### src/rtl/mem_bus_pkg.sv
// Shared encodings for the MEM-stage data-bus master and its lane generator.
// Optional build macro used by consumers of this package: MEM_BUS_TIMEOUT_EN.
package mem_bus_pkg;

  // Access size encodings on the op input
  localparam logic [1:0] OP_WORD = 2'b00;
  localparam logic [1:0] OP_HALF = 2'b01;
  localparam logic [1:0] OP_BYTE = 2'b10;
  localparam logic [1:0] OP_NONE = 2'b11;

  // REQ cycles without ack before a fault is declared (timeout build only)
  localparam int unsigned DEFAULT_TIMEOUT = 255;

  typedef enum logic [1:0] {
    ST_IDLE  = 2'b00,
    ST_REQ   = 2'b01,
    ST_DONE  = 2'b10,
    ST_FAULT = 2'b11
  } mem_state_e;

endpackage

### src/rtl/mem_lane_gen.sv
// Byte-enable, store-lane replication and alignment decode for a 32-bit bus.
// Purely combinational so it can be shared with an instruction-side master.
module mem_lane_gen
  import mem_bus_pkg::*;
(
  input  logic [1:0]  op,
  input  logic [1:0]  addr_lo,
  input  logic [31:0] wdata,
  output logic [3:0]  be,
  output logic [31:0] lane_wdata,
  output logic        aligned
);

  // Decode enables and lane placement from size and low address bits
  always_comb begin
    be         = 4'b0000;
    lane_wdata = wdata;
    aligned    = 1'b0;
    case (op)
      OP_WORD: begin
        be         = 4'b1111;
        lane_wdata = wdata;
        aligned    = (addr_lo == 2'b00);
      end
      OP_HALF: begin
        be         = addr_lo[1] ? 4'b1100 : 4'b0011;
        lane_wdata = {2{wdata[15:0]}};
        aligned    = ~addr_lo[0];
      end
      OP_BYTE: begin
        be         = 4'b0001 << addr_lo;
        lane_wdata = {4{wdata[7:0]}};
        aligned    = 1'b1;
      end
      default: begin
        be         = 4'b0000;
        lane_wdata = wdata;
        aligned    = 1'b0;
      end
    endcase
  end

endmodule

### src/rtl/mem_bus_ctrl.sv
// MEM-stage data-bus master: runs one req/ack transfer per load/store,
// stalls the pipeline while it is in flight and captures the read word.
// Build macro: MEM_BUS_TIMEOUT_EN adds a REQ-state timeout that ends in FAULT.
//
// state    | meaning
// ---------+--------------------------------------------------------------
// ST_IDLE  | waiting for an access; aligned access is registered onto the bus
// ST_REQ   | bus_req high, bus fields frozen until bus_ack (or timeout)
// ST_DONE  | transfer finished, one release cycle with stall low
// ST_FAULT | bus error or timeout, one cycle with bus_fault high
module mem_bus_ctrl
  import mem_bus_pkg::*;
#(
  parameter int unsigned TIMEOUT = DEFAULT_TIMEOUT,
  parameter int unsigned CNT_W   = 16
) (
  input  logic        clk,
  input  logic        rst_n,
  input  logic        mem_read,
  input  logic        mem_write,
  input  logic [1:0]  op,
  input  logic [31:0] addr,
  input  logic [31:0] wdata,
  output logic        stall,
  output logic [31:0] rdata,
  output logic [1:0]  rdata_a,
  output logic        adel,
  output logic        ades,
  output logic        bus_fault,
  output logic        bus_req,
  output logic        bus_we,
  output logic [31:0] bus_addr,
  output logic [3:0]  bus_be,
  output logic [31:0] bus_wdata,
  input  logic        bus_ack,
  input  logic        bus_err,
  input  logic [31:0] bus_rdata
);

  mem_state_e  state;
  logic        access;
  logic        aligned;
  logic        timeout_hit;
  logic [3:0]  be;
  logic [31:0] lane_wdata;

  mem_lane_gen u_lane_gen (
    .op         (op),
    .addr_lo    (addr[1:0]),
    .wdata      (wdata),
    .be         (be),
    .lane_wdata (lane_wdata),
    .aligned    (aligned)
  );

  assign access = (mem_read | mem_write) & (op != OP_NONE);

  // The accepting IDLE cycle must stall before the bus registers load
  assign stall     = ((state == ST_IDLE) & access & aligned) | (state == ST_REQ);
  assign adel      = (state == ST_IDLE) & access & ~aligned & ~mem_write;
  assign ades      = (state == ST_IDLE) & access & ~aligned & mem_write;
  assign bus_fault = (state == ST_FAULT);

`ifdef MEM_BUS_TIMEOUT_EN
  logic [CNT_W-1:0] cnt;

  assign timeout_hit = (cnt == CNT_W'(TIMEOUT - 1));

  // Count REQ cycles without ack; cleared whenever a transfer is accepted
  always_ff @(posedge clk or negedge rst_n) begin
    if (!rst_n) begin
      cnt <= '0;
    end else if ((state == ST_IDLE) && access && aligned) begin
      cnt <= '0;
    end else if ((state == ST_REQ) && !bus_ack) begin
      cnt <= cnt + 1'b1;
    end
  end
`else
  // Without the timeout REQ waits for bus_ack indefinitely
  logic [31:0] unused_cfg;
  assign unused_cfg  = 32'(TIMEOUT) ^ 32'(CNT_W);
  assign timeout_hit = 1'b0;
`endif

  // Transfer sequencing with registered bus outputs and captured read data
  always_ff @(posedge clk or negedge rst_n) begin
    if (!rst_n) begin
      state     <= ST_IDLE;
      bus_req   <= 1'b0;
      bus_we    <= 1'b0;
      bus_addr  <= '0;
      bus_be    <= '0;
      bus_wdata <= '0;
      rdata     <= '0;
      rdata_a   <= '0;
    end else begin
      case (state)
        ST_IDLE: begin
          if (access && aligned) begin
            bus_req   <= 1'b1;
            bus_we    <= mem_write;
            bus_addr  <= {addr[31:2], 2'b00};
            bus_be    <= be;
            bus_wdata <= lane_wdata;
            rdata_a   <= addr[1:0];
            state     <= ST_REQ;
          end
        end
        ST_REQ: begin
          if (bus_ack) begin
            bus_req <= 1'b0;
            if (bus_err) begin
              state <= ST_FAULT;
            end else begin
              state <= ST_DONE;
              if (!bus_we) begin
                rdata <= bus_rdata;
              end
            end
          end else if (timeout_hit) begin
            bus_req <= 1'b0;
            state   <= ST_FAULT;
          end
        end
        ST_DONE:  state <= ST_IDLE;
        ST_FAULT: state <= ST_IDLE;
        default:  state <= ST_IDLE;
      endcase
    end
  end

endmodule

### config.mk
export PLATFORM = sky130hd
export DESIGN_NAME = mem_bus_ctrl
export DESIGN_NICKNAME = d
export VERILOG_FILES = /design/src/rtl/mem_bus_pkg.sv /design/src/rtl/mem_lane_gen.sv /design/src/rtl/mem_bus_ctrl.sv
export SDC_FILE = /design/constraint.sdc
export NUM_CORES = 1
export LEC_CHECK = 0
export BUFFER_PORTS_ARGS = -buffer_cell sky130_fd_sc_hd__buf_4
export CAP_MARGIN = 20
export CELL_PAD_IN_SITES_DETAIL_PLACEMENT = 1
export CELL_PAD_IN_SITES_GLOBAL_PLACEMENT = 1
export CORE_MARGIN = 1
export CORE_UTILIZATION = 38
export CTS_CLUSTER_SIZE = 40
export DETAILED_ROUTE_END_ITERATION = 10
export PLACE_DENSITY = 0.9
export SETUP_SLACK_MARGIN = 0.1
export SLEW_MARGIN = 20
export SYNTH_ARGS = -nofsm -noshare
export SYNTH_HDL_FRONTEND = slang
export SYNTH_SLANG_ARGS = --single-unit
### constraint.sdc
create_clock -name clk -period 4.9 [get_ports clk]
set_input_delay 0.98 -clock clk [delete_from_list [all_inputs] [get_ports clk]]
set_output_delay 0.98 -clock clk [all_outputs]
set_load 0.1 [all_outputs]
==> results.py, run 1 <==
metrics = {
    "die": {
        "initial_utilization_pct": 39.84,
        "num_rows": 38,
        "die_w_um": 109.8,
        "io_pins": 212,
        "core_area_um2": 11080,
        "dieHeight_um": 109.8,
        "die_area_um2": 12050,
    },
    "timing": {
        "fin_crit_sh_pct": 82.06,
        "final-setup-viol-count": 0,
        "setup_ws_ns": 0.8789,
        "slew_violations": 0,
        "rsz0062_at_grt": "false",
        "hold_violations": 0,
        "worstMarginPinSlew_ns": 0.9689,
        "slew_headroom_pct": 35.40,
        "fin_crit_ns": 4.021,
        "tns_ns": 0,
        "skew_ns": 0.01017,
        "fmax_ghz": 0.2487,
    },
    "finish": {
        "layout-drive-gt1-share_pct": 58.65,
        "final_cells": 672,
        "final_util_pct": 57.53,
        "layout_commonest_cell": "buf_4",
        "antenna_cells": 0,
        "final_cell_mix": "213 x buf_4, 104 x dfrtp_1, 78 x mux2_2",
        "num-nets-final": 636,
        "area_growth_pct": 44.43,
    },
    "clock_tree": {
        "clockBufferDepth": 2,
        "post_cts_resize_count": 0,
        "htree_num_levels": 3,
        "cts_tree": "yes",
        "cts_setup_buffers": 0,
        "cts_buffers": 9,
        "cts.clk_slew.worst_paths_ns": 0.07,
        "hold_buffers": 0,
        "clkSinkCount": 104,
        "cts_root_buf": "clkbuf_16",
        "clk-insertion-delay-late_ns": 0.35,
    },
    "synth": {
        "ys_warn_count": 0,
        "synth_seq_area_share_pct": 58.97,
        "ys_seq_elements": 104,
        "avgSynthCellArea_um2": 13.62,
        "synth_area_leader_cell": "dfrtp_1",
        "post-synth-top-area-fraction_pct": 58.97,
        "ys_top_cells_by_area": "dfrtp_1 59%, mux2_2 20%, mux2_1 4.8%",
        "syn_inst": 324,
        "netlist_area_um2": 4413,
        "ys_types": 30,
    },
    "global_routing": {
        "grt_usage_pct": 21.93,
        "grt_antenna_before_repair": 0,
        "gr-total-overflow": 0,
        "grt_pass1_wl_um": 19260,
        "grt_max_degree": 68,
        "grt_pass1_vias": 3751,
    },
    "detailed_routing": {
        "route.met3.wl_um": 1022,
        "first_iter_violations": 114,
        "via_per_inst": 5.064,
        "drt-met1-wl_um": 4778,
        "wire_per_inst_um": 19.05,
        "drtPass1Iterations": 4,
        "drtAntennaViolNets": 0,
        "drt_wl_total_um": 12800,
        "via_count": 3403,
        "wl_met2_um": 6702,
        "drc": 0,
        "topRoutingLayerUsed": "met4",
    },
    "worst_setup_path": {
        "critPathKind": "input pin to primary output",
        "r2r_start": "state[0]",
        "path_buf_inv": 3,
        "crit_arrival_ns": 3.04,
        "cp_top_family": "compound AO/OA/AOI/OAI gates",
        "crit_top_cell": "buf_4",
        "r2r_slack_ns": 2.92,
        "cp_slowest_cell": "a221oi_2",
        "path_max_fanout": 12,
        "required_ns": 3.92,
        "worst_setup_path_start_kind": "input pin",
        "crit_path_max_incr_delay_ns": 0.74,
        "end_kind": "primary output",
        "ff2ff_path_depth": 5,
        "timing.rr.end": "bus_wdata[10]",
        "crit_path_start": "op[0]",
        "worstPathCellList": "buf_4, inv_1, ha_1, nor2_2, a221oi_2, nand2_2, nand2_1, buf_4",
        "crit_cells": 8,
    },
    "hold_path": {
        "whs_endpoint": "bus_wdata[12]",
        "min_path_type": "flop to flop",
        "whs_path_depth": 1,
        "worst_hold_startpoint": "bus_wdata[12]",
    },
    "placement": {
        "hpwl_um": 9938,
        "pre_cts_ws_ns": 0.8475,
        "portBuffers": 209,
        "place_inst": 656,
        "gp_congestion": 0.7787,
    },
    "status": {
        "status": "finished clean",
    },
    "run": {
        "maxCapViolCount": 0,
    },
}
==> layout make-up <==
cell class	count	area, um2
Clock buffer	12	256.5
Clock inverter	4	27.53
Fill cell	1129	4705
Inverter	15	56.30
Multi-Input combinational cell	184	1657
Sequential cell	104	2603
Tap cell	140	175.2
Timing Repair Buffer	213	1599
==> cells by family (layout without fill, tap and decap cells) <==
group / after synthesis / after routing / share of synthesized area (%)
flip-flops: 104 / 104 / 58.97
multiplexers: 97 / 97 / 24.75
AO/OA/AOI/OAI: 48 / 48 / 7.315
buffers and inverters: 37 / 244 / 3.941
AND/OR/NAND/NOR: 32 / 32 / 3.516
adder cells (fa/ha/maj): 5 / 5 / 1.418
other: 1 / 2 / 0.08498
==> synth_stat cells, drive strengths merged <==
master,instances
a221oi,1
a31oi,2
ha,5
a21oi,14
a21o,1
conb,1
buf,14
clkbuf,8
mux2,97
and3b,1
nor3b,1
a22oi,8
dfrtp,104
nor2,13
nand2,10
o22ai,8
a22o,8
a41oi,2
nor4,2
and2,2
nand2b,3
o21ai,4
inv,15
==> per-stage QoR <==
step | hold slack, ns | cell area [um2]
final | 0.5029 | 6374
after CTS | 0.5075 | 6374
after detailed placement | 0.4841 | 6090
after floorplan | 0.5824 | 4422
after global routing | 0.5233 | 6374
after global placement | 0.4745 | 6090
==> metal layers <==
layer	vias up	global-route usage, %
li1	1546	-
met1	1680	23.35
met2	153	39.98
met3	24	6.461
met4	0	9.619
met5	-	0
==> sequential cells by signal (all words and copies together) (netlist names) <==
| name | cells |
|---|---|
| state | 2 |
| bus_wdata | 32 |
| bus_req | 1 |
| bus_we | 1 |
| bus_be | 4 |
| rdata_a | 2 |
| rdata | 32 |
| bus_addr | 30 |
==> how the worst max path moves through the flow <==
stage            end
5_1_grt        stall
6_report       stall
3_5_place_dp   stall
2_1_floorplan   adel
4_1_cts        stall
3_3_place_gp   stall
Power of run 1 is left out: the tool's default activity adds up to more than one toggle a clock period on the data nets, which glitch-free logic cannot reach.
==> run 2, diff against run 1 <==
- CORE_UTILIZATION: 38 -> 32
- PLACE_DENSITY: 0.9 -> 0.81
- clock period: 4.9 -> 3.5 ns (I/O delays scaled with it)
==> run 2 against run 1 <==
  * Hold slack got worse by 0.18 ns
  * Global-route usage fell by 3.3 points
  * Highest routed layer unchanged
  * Core utilization fell by 8.8 points
  * Critical path depth did not move
  * Critical path type unchanged
  * Clock skew barely moved
  * Flip-flop and latch count did not move
  * Count of clock-buffer cells in the layout fell by 1
  * Sequential share of layout area fell by 0.82 points
  * Register-to-register slack got worse by 1.4 ns
  * Cell count rose by 6.1%
  * Routed wire length fell by 0.53%
  * Non-clock buffer count rose by 5
==> results.py, run 2 (same netlist as run 1, synthesis figures left out) <==
metrics = {
    "timing": {
        "final-setup-viol-count": 0,
        "slew_violations": 0,
        "fmax_ghz": 0.3248,
        "hold_violations": 0,
        "fin_crit_ns": 3.079,
        "slew_headroom_pct": 38.38,
        "skew_ns": 0.01008,
        "setup_ws_ns": 0.4214,
        "fin_crit_sh_pct": 87.96,
        "rsz0062_at_grt": "false",
        "worstMarginPinSlew_ns": 0.9243,
        "tns_ns": 0,
    },
    "clock_tree": {
        "cts_root_buf": "clkbuf_16",
        "cts_buffers": 9,
        "clockBufferDepth": 2,
        "hold_buffers": 0,
        "post_cts_resize_count": 0,
        "cts.clk_slew.worst_paths_ns": 0.07,
        "clk-insertion-delay-late_ns": 0.34,
        "htree_num_levels": 3,
        "cts_setup_buffers": 0,
        "cts_tree": "yes",
        "clkSinkCount": 104,
    },
    "detailed_routing": {
        "drt_wl_total_um": 12730,
        "via_per_inst": 4.818,
        "drc": 0,
        "wire_per_inst_um": 17.86,
        "drtPass1Iterations": 6,
        "first_iter_violations": 173,
        "via_count": 3435,
        "drtAntennaViolNets": 0,
    },
    "worst_setup_path": {
        "critPathKind": "input pin to primary output",
        "r2r_slack_ns": 1.53,
        "required_ns": 2.80,
        "ff2ff_path_depth": 5,
        "worst_setup_path_start_kind": "input pin",
        "timing.rr.end": "bus_addr[20]",
        "crit_arrival_ns": 2.38,
        "end_kind": "primary output",
        "r2r_start": "state[1]",
        "path_max_fanout": 13,
    },
    "die": {
        "die_w_um": 119.4,
        "num_rows": 42,
        "io_pins": 212,
        "die_area_um2": 14260,
        "dieHeight_um": 119.4,
        "initial_utilization_pct": 33.06,
        "core_area_um2": 13350,
    },
    "global_routing": {
        "grt_pass1_vias": 3685,
        "grt_usage_pct": 18.61,
        "grt_max_degree": 68,
        "grt_pass1_wl_um": 20240,
        "grt_antenna_before_repair": 0,
        "gr-total-overflow": 0,
    },
    "finish": {
        "seq_area_um2": 2603,
        "final_area_um2": 6505,
        "layout-drive-gt1-share_pct": 59.40,
        "num-nets-final": 641,
        "fill_cells": 1431,
        "largestRegisters": "bus_wdata (32), rdata (32), bus_addr (30)",
        "final_cell_mix": "218 x buf_4, 104 x dfrtp_1, 78 x mux2_2",
        "antenna_cells": 0,
        "multi_input_area_um2": 1674,
        "layout_commonest_cell": "buf_4",
        "area_growth_pct": 47.41,
        "final_cells": 713,
    },
    "hold_path": {
        "min_path_type": "input pin to async pin",
    },
    "placement": {
        "pre_cts_ws_ns": 0.4319,
        "place_inst": 697,
        "gp_congestion": 0.7829,
        "portBuffers": 209,
        "placed_area_um2": 6190,
        "hpwl_um": 9681,
    },
    "run": {
        "maxCapViolCount": 0,
    },
    "status": {
        "status": "finished clean",
    },
}
## run 2: final cells by class
class                           count  area share, %
Sequential cell                   104          40.01
Multi-Input combinational cell    184          25.74
Timing Repair Buffer              218          25.16
Clock buffer                       11          3.885
Tap cell                          176          3.385
Clock inverter                      5         0.9617
Inverter                           15         0.8656
## run 2: per-layer routing
metal	share of wire, %	global-route usage (%)	vias up
li1	-	-	1559
met1	39	21.92	1721
met2	51	31.50	144
met3	8.9	6.513	11
met4	1.5	6.250	0
met5	0	0	-
## run 2: worst max-delay path, stage by stage
cell and delay (ns):
buf_4 0.13, inv_1 0.08, ha_1 0.47, nor2_2 0.09, a221oi_2 0.24, buf_4 0.23
and3b_1 0.21, buf_4 0.23
## run 2: through the flow
stage | hold slack [ns] | utilization [%]
after floorplan | 0.4044 | -
after global placement | 0.4757 | 46.37
after detailed placement | 0.4842 | 46.37
after CTS | 0.3354 | 48.73
after global routing | 0.3574 | 48.73
final | 0.3256 | 48.73
## run 2: worst max-delay path by stage
stage	startpoint	end	slack, ns	cells past startpoint
after floorplan	op[0]	ades	0.37	6
after global placement	op[1]	ades	0.52	8
after detailed placement	op[1]	ades	0.43	8
after CTS	op[1]	ades	0.42	8
after global routing	op[1]	ades	0.35	8
final	op[1]	ades	0.42	8
Power of run 2 is left out for the same reason.
==> run 3, diff against run 2 <==
- PLACE_DENSITY: 0.81 -> 0.74
==> run 3 against run 2 <==
  * First-iteration DRC count decreased by 23%
  * Core utilization unchanged
  * Maximum frequency increased by 3.7%
  * Via count decreased by 1.7%
  * Die area unchanged
  * Hold slack improved by 0.055 ns
  * Setup slack improved by 0.11 ns
  * Count of clock-buffer cells in the layout unchanged
  * Critical endpoint unchanged
==> results.py, run 3 (same netlist as run 1, synthesis figures left out) <==
metrics = {
    "status": {
        "status": "finished clean",
    },
    "clock_tree": {
        "cts_setup_buffers": 0,
        "clk-insertion-delay-late_ns": 0.34,
        "clkSinkCount": 104,
        "cts.clk_slew.worst_paths_ns": 0.06,
        "cts_buffers": 9,
        "htree_num_levels": 3,
        "clockBufferDepth": 2,
        "cts_tree": "yes",
        "post_cts_resize_count": 0,
        "cts_root_buf": "clkbuf_16",
        "hold_buffers": 0,
    },
    "detailed_routing": {
        "drtPass1Iterations": 4,
        "drc": 0,
        "drt_wl_total_um": 12490,
        "via_per_inst": 4.744,
        "via_count": 3378,
        "first_iter_violations": 134,
        "wire_per_inst_um": 17.54,
        "drtAntennaViolNets": 0,
    },
    "timing": {
        "slew_violations": 0,
        "hold_slack_ns": 0.3803,
        "tns_ns": 0,
        "fmax_ghz": 0.3367,
        "rsz0062_at_grt": "false",
        "fin_crit_ns": 2.970,
        "fin_crit_sh_pct": 84.86,
        "skew_ns": 0.003594,
        "final-setup-viol-count": 0,
        "slew_headroom_pct": 42.66,
        "hold_violations": 0,
        "worstMarginPinSlew_ns": 0.8601,
    },
    "finish": {
        "layout-drive-gt1-share_pct": 58.96,
        "layout_commonest_cell": "buf_4",
        "fill_cells": 1433,
        "antenna_cells": 0,
        "final_cell_mix": "217 x buf_4, 104 x dfrtp_1, 78 x mux2_2",
        "num-nets-final": 641,
        "largestRegisters": "bus_wdata (32), rdata (32), bus_addr (30)",
        "area_growth_pct": 47.41,
        "final_area_um2": 6505,
    },
    "worst_setup_path": {
        "crit_path_max_incr_delay_ns": 0.56,
        "path_max_fanout": 5,
        "path_buf_inv": 3,
        "required_ns": 2.80,
        "crit_arrival_ns": 2.27,
        "cp_slowest_cell": "a221oi_2",
        "end_kind": "primary output",
        "crit_top_cell": "buf_4",
        "worstPathCellList": "buf_4, inv_1, ha_1, nand2b_1, a221oi_2, and3b_1, buf_4",
        "worst_setup_path_start_kind": "input pin",
        "critPathKind": "input pin to primary output",
        "cp_top_family": "compound AO/OA/AOI/OAI gates",
    },
    "die": {
        "dieHeight_um": 119.4,
        "die_w_um": 119.4,
        "die_area_um2": 14260,
        "io_pins": 212,
        "core_area_um2": 13350,
        "num_rows": 42,
        "initial_utilization_pct": 33.06,
    },
    "placement": {
        "placed_area_um2": 6202,
        "gp_congestion": 0.7458,
        "hpwl_um": 9438,
        "portBuffers": 209,
    },
    "run": {
        "maxCapViolCount": 0,
    },
    "hold_path": {
        "min_path_type": "input pin to async pin",
    },
    "global_routing": {
        "grt_pass1_wl_um": 20060,
        "grt_max_degree": 68,
        "grt_usage_pct": 18.36,
        "gr-total-overflow": 0,
        "grt_antenna_before_repair": 0,
        "grt_pass1_vias": 3823,
    },
}
## run 3: changes by cell type in the layout (fill, tap and decap cells not counted)
cell,delta
inv_6,-2
clkbuf_8,-2
buf_4,-1
clkbuf_1,+2
clkinv_2,+2
buf_12,+1
clkinvlp_4,-2
bufinv_16,+1
## run 3: worst reg2reg max path, stage by stage, from the launching register on
cell and delay, ns:
dfrtp_1 0.40, nor4_2 0.28, buf_4 0.23, nand2_4 0.06
buf_4 0.40, mux2_1 0.46
## run 3: final cells by class
type | count | area [um2] | area share, %
flip-flops and latches | 104 | 2603 | 40.01
multi-input cells | 184 | 1674 | 25.74
repair buffers | 218 | 1649 | 25.35
clock buffers | 11 | 232.7 | 3.578
well taps | 176 | 220.2 | 3.385
clock inverters | 4 | 70.07 | 1.077
inverters | 15 | 56.30 | 0.8656
## run 3: through the flow
| step | utilization, % | worst slack (ns) | std cells |
|---|---|---|---|
| 6_report | 48.73 | 0.5299 | 712 |
| 5_1_grt | 48.73 | 0.4086 | 712 |
| 4_1_cts | 48.73 | 0.5035 | 712 |
| 3_5_place_dp | 46.47 | 0.5282 | 697 |
| 3_3_place_gp | 46.47 | 0.5122 | 697 |
| 2_1_floorplan | - | 0.3701 | 325 |
## run 3: path summary, 6_finish.rpt
check	startpoint	endpoint	slack [ns]	cells past startpoint
worst max-delay path	op[1]	ades	0.53	7
worst min-delay path	rst_n	bus_addr[29]	0.38	1
worst max register to register	state[0]	bus_wdata[12]	1.55	5
worst min register to register	bus_wdata[15]	bus_wdata[15]	0.49	1
max in group asynchronous	rst_n	bus_be[1]	2.36	2
min in group clk	bus_wdata[15]	bus_wdata[15]	0.49	1
## run 3: layer usage
layer	up-vias	track usage (%)	wire, um
met4	0	6.172	180
li1	1552	-	-
met5	-	0	0
met2	120	31.50	6486
met1	1691	21.42	4844
met3	15	6.130	982
Power of run 3 is left out for the same reason.
